[src/rtl/cpu_pkg.sv]
// Shared definitions for the CPU and its fetch unit: opcodes, the
// fetch-state encoding and the layout of the 24-bit program word.
package cpu_pkg;

   localparam logic [7:0] OP_AND   = 8'h00;
   localparam logic [7:0] OP_OR    = 8'h01;
   localparam logic [7:0] OP_ADD   = 8'h02;
   localparam logic [7:0] OP_SUB   = 8'h03;
   localparam logic [7:0] OP_LD    = 8'h04;
   localparam logic [7:0] OP_STORE = 8'h05;
   localparam logic [7:0] OP_JMP   = 8'h06;
   localparam logic [7:0] OP_HALT  = 8'hFF;

   localparam int WORD_W  = 24;
   localparam int FIELD_W = 8;
   localparam int OP_LSB  = 16;
   localparam int A_LSB   = 8;
   localparam int B_LSB   = 0;

   typedef enum logic [2:0] {
      IDLE,
      FETCH,
      DECODE,
      ISSUE,
      HALTED
   } fetch_state_e;

endpackage

[src/rtl/cpu_prog_mem.sv]
// Program memory: one synchronous write port, one registered read port.
// Contents are deliberately not reset so the array maps onto block RAM.
module cpu_prog_mem
   import cpu_pkg::*;
#(
   parameter int ADDR_W = 4
) (
   input  logic              clk,
   input  logic              we,
   input  logic [ADDR_W-1:0] wr_addr,
   input  logic [WORD_W-1:0] wr_data,
   input  logic [ADDR_W-1:0] rd_addr,
   output logic [WORD_W-1:0] rd_data
);

   localparam int DEPTH = 1 << ADDR_W;

   logic [WORD_W-1:0] mem [DEPTH];

   always_ff @(posedge clk) begin
      if (we) begin
         mem[wr_addr] <= wr_data;
      end
      rd_data <= mem[rd_addr];
   end

endmodule

[src/rtl/cpu_fetch_unit.sv]
// Instruction sequencer: steps the PC through program memory, resolves JMP
// and HALT locally and hands every other word to the CPU over valid/ready.
module cpu_fetch_unit
   import cpu_pkg::*;
#(
   parameter int ADDR_W = 4
) (
   input  logic              clk,
   input  logic              reset,
   input  logic              start,
   input  logic              prog_we,
   input  logic [ADDR_W-1:0] prog_addr,
   input  logic [23:0]       prog_data,
   input  logic              issue_ready,
   output logic              issue_valid,
   output logic [7:0]        instruction,
   output logic [7:0]        data_in_a,
   output logic [7:0]        data_in_b,
   output logic [ADDR_W-1:0] pc,
   output logic              halted
);

   fetch_state_e        state;
   logic [WORD_W-1:0]   rd_data;
   logic                mem_we;
   logic [FIELD_W-1:0]  word_op;
   logic [FIELD_W-1:0]  word_a;
   logic [FIELD_W-1:0]  word_b;

   // The program may only be rewritten while nothing is executing.
   assign mem_we  = prog_we && ((state == IDLE) || (state == HALTED));
   assign word_op = rd_data[OP_LSB +: FIELD_W];
   assign word_a  = rd_data[A_LSB  +: FIELD_W];
   assign word_b  = rd_data[B_LSB  +: FIELD_W];

   cpu_prog_mem #(
      .ADDR_W (ADDR_W)
   ) u_prog_mem (
      .clk     (clk),
      .we      (mem_we),
      .wr_addr (prog_addr),
      .wr_data (prog_data),
      .rd_addr (pc),
      .rd_data (rd_data)
   );

   always_ff @(posedge clk or negedge reset) begin
      if (!reset) begin
         state       <= IDLE;
         pc          <= '0;
         issue_valid <= 1'b0;
         instruction <= '0;
         data_in_a   <= '0;
         data_in_b   <= '0;
         halted      <= 1'b0;
      end else begin
         case (state)
            IDLE, HALTED: begin
               if (start) begin
                  state  <= FETCH;
                  pc     <= '0;
                  halted <= 1'b0;
               end
            end
            FETCH: begin
               state <= DECODE;
            end
            DECODE: begin
               // rd_data holds the word addressed by pc during FETCH.
               if (word_op == OP_JMP) begin
                  pc    <= word_a[ADDR_W-1:0];
                  state <= FETCH;
               end else if (word_op == OP_HALT) begin
                  halted <= 1'b1;
                  state  <= HALTED;
               end else begin
                  instruction <= word_op;
                  data_in_a   <= word_a;
                  data_in_b   <= word_b;
                  issue_valid <= 1'b1;
                  state       <= ISSUE;
               end
            end
            ISSUE: begin
               if (issue_ready) begin
                  issue_valid <= 1'b0;
                  pc          <= pc + 1'b1;
                  state       <= FETCH;
               end
            end
            default: begin
               state <= IDLE;
            end
         endcase
      end
   end

endmodule

[config.mk]
export PLATFORM = sky130hd
export DESIGN_NAME = cpu_fetch_unit
export DESIGN_NICKNAME = d
export VERILOG_FILES = /design/src/rtl/cpu_pkg.sv /design/src/rtl/cpu_prog_mem.sv /design/src/rtl/cpu_fetch_unit.sv
export SDC_FILE = /design/constraint.sdc
export NUM_CORES = 1
export LEC_CHECK = 0
export CAP_MARGIN = 10
export CELL_PAD_IN_SITES_DETAIL_PLACEMENT = 1
export CELL_PAD_IN_SITES_GLOBAL_PLACEMENT = 1
export CORE_MARGIN = 2
export CORE_UTILIZATION = 27
export DETAILED_ROUTE_END_ITERATION = 10
export PLACE_DENSITY = 0.44
export SYNTH_ARGS = -nofsm -noshare
export SYNTH_HDL_FRONTEND = slang
export SYNTH_SLANG_ARGS = --single-unit
[constraint.sdc]
create_clock -name clk -period 4.1 [get_ports clk]
set_clock_uncertainty 0.05 [all_clocks]
set_input_delay 0.41 -clock clk [delete_from_list [all_inputs] [get_ports clk]]
set_output_delay 0.41 -clock clk [all_outputs]
set_load 0.05 [all_outputs]
==> summary.md <==
| Metric | Value |
|---|---|
| Outcome | completed |
| Input/output buffers | 62 |
| Max_slew headroom | 0.3314 |
| TNS Setup | 0 ps |
| Die Ht | 250.3 µm |
| Worst Path Arrival | between 2000 and 2500 ps |
| Max Buffers Root-to-Sink | 3 |
| Power Dens Cells | 646.8 nW/µm² |
| Power after layout | between 10000 and 15000 µW |
| First-pass GRT wire length | 58500 µm |
| Crit path max-delay cell type | clkdlybuf4s50_1 |
| Crit path cell chain | clkdlybuf4s50_1 |
| Fin crit period | 2897 ps |
| CP peak stage delay | 940 ps |
| Routed vias | between 7000 and 8000 |
| Final Hold Vio Count | 0 |
| Seq. cell area | 12850 µm² |
| Static Leak | ~0.0061 µW |
| Async SR Flop Fraction | 0.07483 |
| GR Util met3 | 0.02307 |
| Maximum VDD drop | approximately 0.27 mV |
| Placed Area | 18150 µm² |
| Cell area after layout | 19630 µm² |
| Vias in the first global route | 8342 |
| Final Wtd Congestion | 0.6960 |
| Ys flop type | edfxtp_1 |
| Final #Nets | 835 |
| Most frequent cells in the layout | edfxtp_1, mux4_2, clkdlybuf4s50_1, clkbuf_16, dfrtp_1 |
| Die width | 250.3 µm |
| Mapped Area | 16380 µm² |
| N_diodes | 0 |
| Gr ovfl total | 0 |
| Hpwl dp | 22800 µm |
| Largest net degree at the start of global routing | 57 |
| Initial core utilization | 0.2724 |
| #FFs+latches synth | 441 |
| Setup CP Type | register to primary output |
| Final cycle utilization of the critical path | 0.7065 |
| Cts repair resizes | 0 |
| TritonRoute pass-1 iters | 4 |
| P&R area growth vs syn | 19.82% |
| Worst EP required | roughly 3600 ps |
| Rows | 90 |
| Final wirelength | 39650 µm |
| Remaining DRCs | 0 |
| Clk slew on worst S/H paths | 50 ps |
| Io pins | 63 |
| CTS tree | yes |
| 1st-iter DRT viols | 580 |
| Synth warn | 0 |
| CP Launch Type | register |
| Cells after Synth | 694 |
| Global-route usage over all layers | 0.1293 |
| Pins over their slew limit | 0 |
| Hold/Removal Path Class | register to register |
| Worst skew pair latency | 570 ps |
| CTS Buf Count | 47 |
| Setup violators final | 0 |
| Setup Buffers After CTS | 0 |
| Core ar. | approximately 60000 µm² |
| Crit. End Element | primary output |
| Final Non-Filler Cells | 1622 |
| Met2 usage in global routing | 0.2176 |
| Die Area | 62650 µm² |
| Number of H-tree levels | 2 |
| Final ANT Viol Nets | 0 |
| Clock root buffer | clkbuf_16 |
| Placed cell count | 1533 |
| Seq/Total Area, Yosys | 0.7837 |
| Slew @ Worst Pin | between 1000 and 1500 ps |
| Vias per cell | 4.596 |
| Fillers | 5928 |
| Post-synth EDFFs | 384 |
| Commonest non-fill, non-tap cell in the layout | edfxtp_1 |
| CP delay by family, top | buffers and inverters |
| RSZ-0062 raised after global routing | false |
| CP Buf/Inv Count | 1 |
| Clk sink count | roughly 440 |
| Share of cells above drive strength 1 | 0.2893 |
| Top fanout value on the critical path | 45 |
| Mean Syn Cell Area | 23.60 µm² |
| Synth unique cells | 34 |
| Initial antenna violation count | 1 |
| Highest Clock Rate | 0.3452 GHz |
| Final Util | 0.3264 |
| Post-Syn Nets | 728 |
| Multi-input logic area | 3426 µm² |
| Met1 track demand over resource | 0.1717 |
| Max Cap Viol | 0 |
| Routed len/inst | 24.45 µm |
| Gr busiest metal | met2 |
-- cells in the mapped netlist, types with 2 or more instances --
| cell | n | area [µm²] |
|---|---|---|
| a21oi_1 | 2 | 10.01 |
| clkbuf_1 | 12 | 45.04 |
| nor3_1 | 7 | 35.03 |
| o21ai_0 | 2 | 10.01 |
| edfxtp_1 | 384 | 11530 |
| nand2b_1 | 3 | 18.77 |
| nor2_1 | 18 | 67.56 |
| mux2_1 | 18 | 202.7 |
| mux4_2 | 120 | 2703 |
| nand2_1 | 13 | 48.80 |
| buf_2 | 13 | 65.06 |
| o31ai_1 | 2 | 15.01 |
| mux2i_1 | 3 | 30.03 |
| dfrtp_1 | 33 | 825.8 |
| mux2_2 | 6 | 67.56 |
| or3_1 | 3 | 18.77 |
| dfxtp_1 | 24 | 480.5 |
| buf_1 | 5 | 18.77 |
| inv_1 | 3 | 11.26 |
| buf_4 | 2 | 15.01 |
| nand4_1 | 2 | 12.51 |
| nand3_1 | 7 | 35.03 |
-- routing by layer --
metal  routed length [µm]  vias up
met5                    0        -
li1                     -     3145
met4                  821        0
met2                19760      133
met3                 1420       53
met1                17650     4123
-- area by class of cell --
| class | count | share of cell area |
|---|---|---|
| Sequential cell | 441 | 0.6545 |
| Multi-Input combinational cell | 217 | 0.1746 |
| Clock buffer | 64 | 0.06528 |
| Tap cell | 782 | 0.04985 |
| Timing Repair Buffer | 91 | 0.04577 |
| Clock inverter | 24 | 0.009435 |
| Inverter | 3 | 0.0005738 |
-- sequential cells by signal, summed over array words and instances, names as in the netlist --
signal,count
u_prog_mem.rd_data,24
data_in_a,8
state,3
pc,4
data_in_b,8
issue_valid,1
u_prog_mem.mem,384
instruction,8
halted,1
-- stage by stage --
step | setup slack, ps | hold slack, ps
after floorplan | 911.4 | 64.41
after global placement | 1471 | 377.8
after detailed placement | 1464 | 379.8
after CTS | 1124 | 392.6
after global routing | 1097 | 410.5
final | 1203 | 386.3
-- power breakdown --
part | switching [µW] | internal, µW
clock network | 1710 | 2320
registers | 319 | 5230
logic | 1650 | 1460
-- worst paths after layout --
| kind | from | endpoint | slack (ps) | cells after the start |
|---|---|---|---|---|
| worst min-delay path | u_prog_mem.rd_data[3] | data_in_b[3] | 390 | 1 |
| worst max-delay path | pc[1] | pc[1] | 1200 | 1 |
| max in group asynchronous | reset | pc[1] | 2760 | 2 |
| min in group asynchronous | reset | data_in_b[0] | 500 | 2 |
| worst max register to register | state[0] | u_prog_mem.mem[4][5] | 1530 | 5 |
| worst min register to register | u_prog_mem.rd_data[3] | data_in_b[3] | 390 | 1 |
-- what timing repair did --
item                                    4_1_cts  5_1_grt
endpoints found under the setup margin        0        0
hold buffers                                  1        0
hold endpoints to repair                     33        0
-- cells by family after synthesis --
logic type	share of synthesized area
DFF	0.7837
muxes	0.1833
AOI/OAI and AO/OA	0.004125
adders and majority gates	0.0007638
and+or+nand+nor	0.01788
buffers and inverters	0.01016
Note: power is estimated with default switching activity, not from simulation.
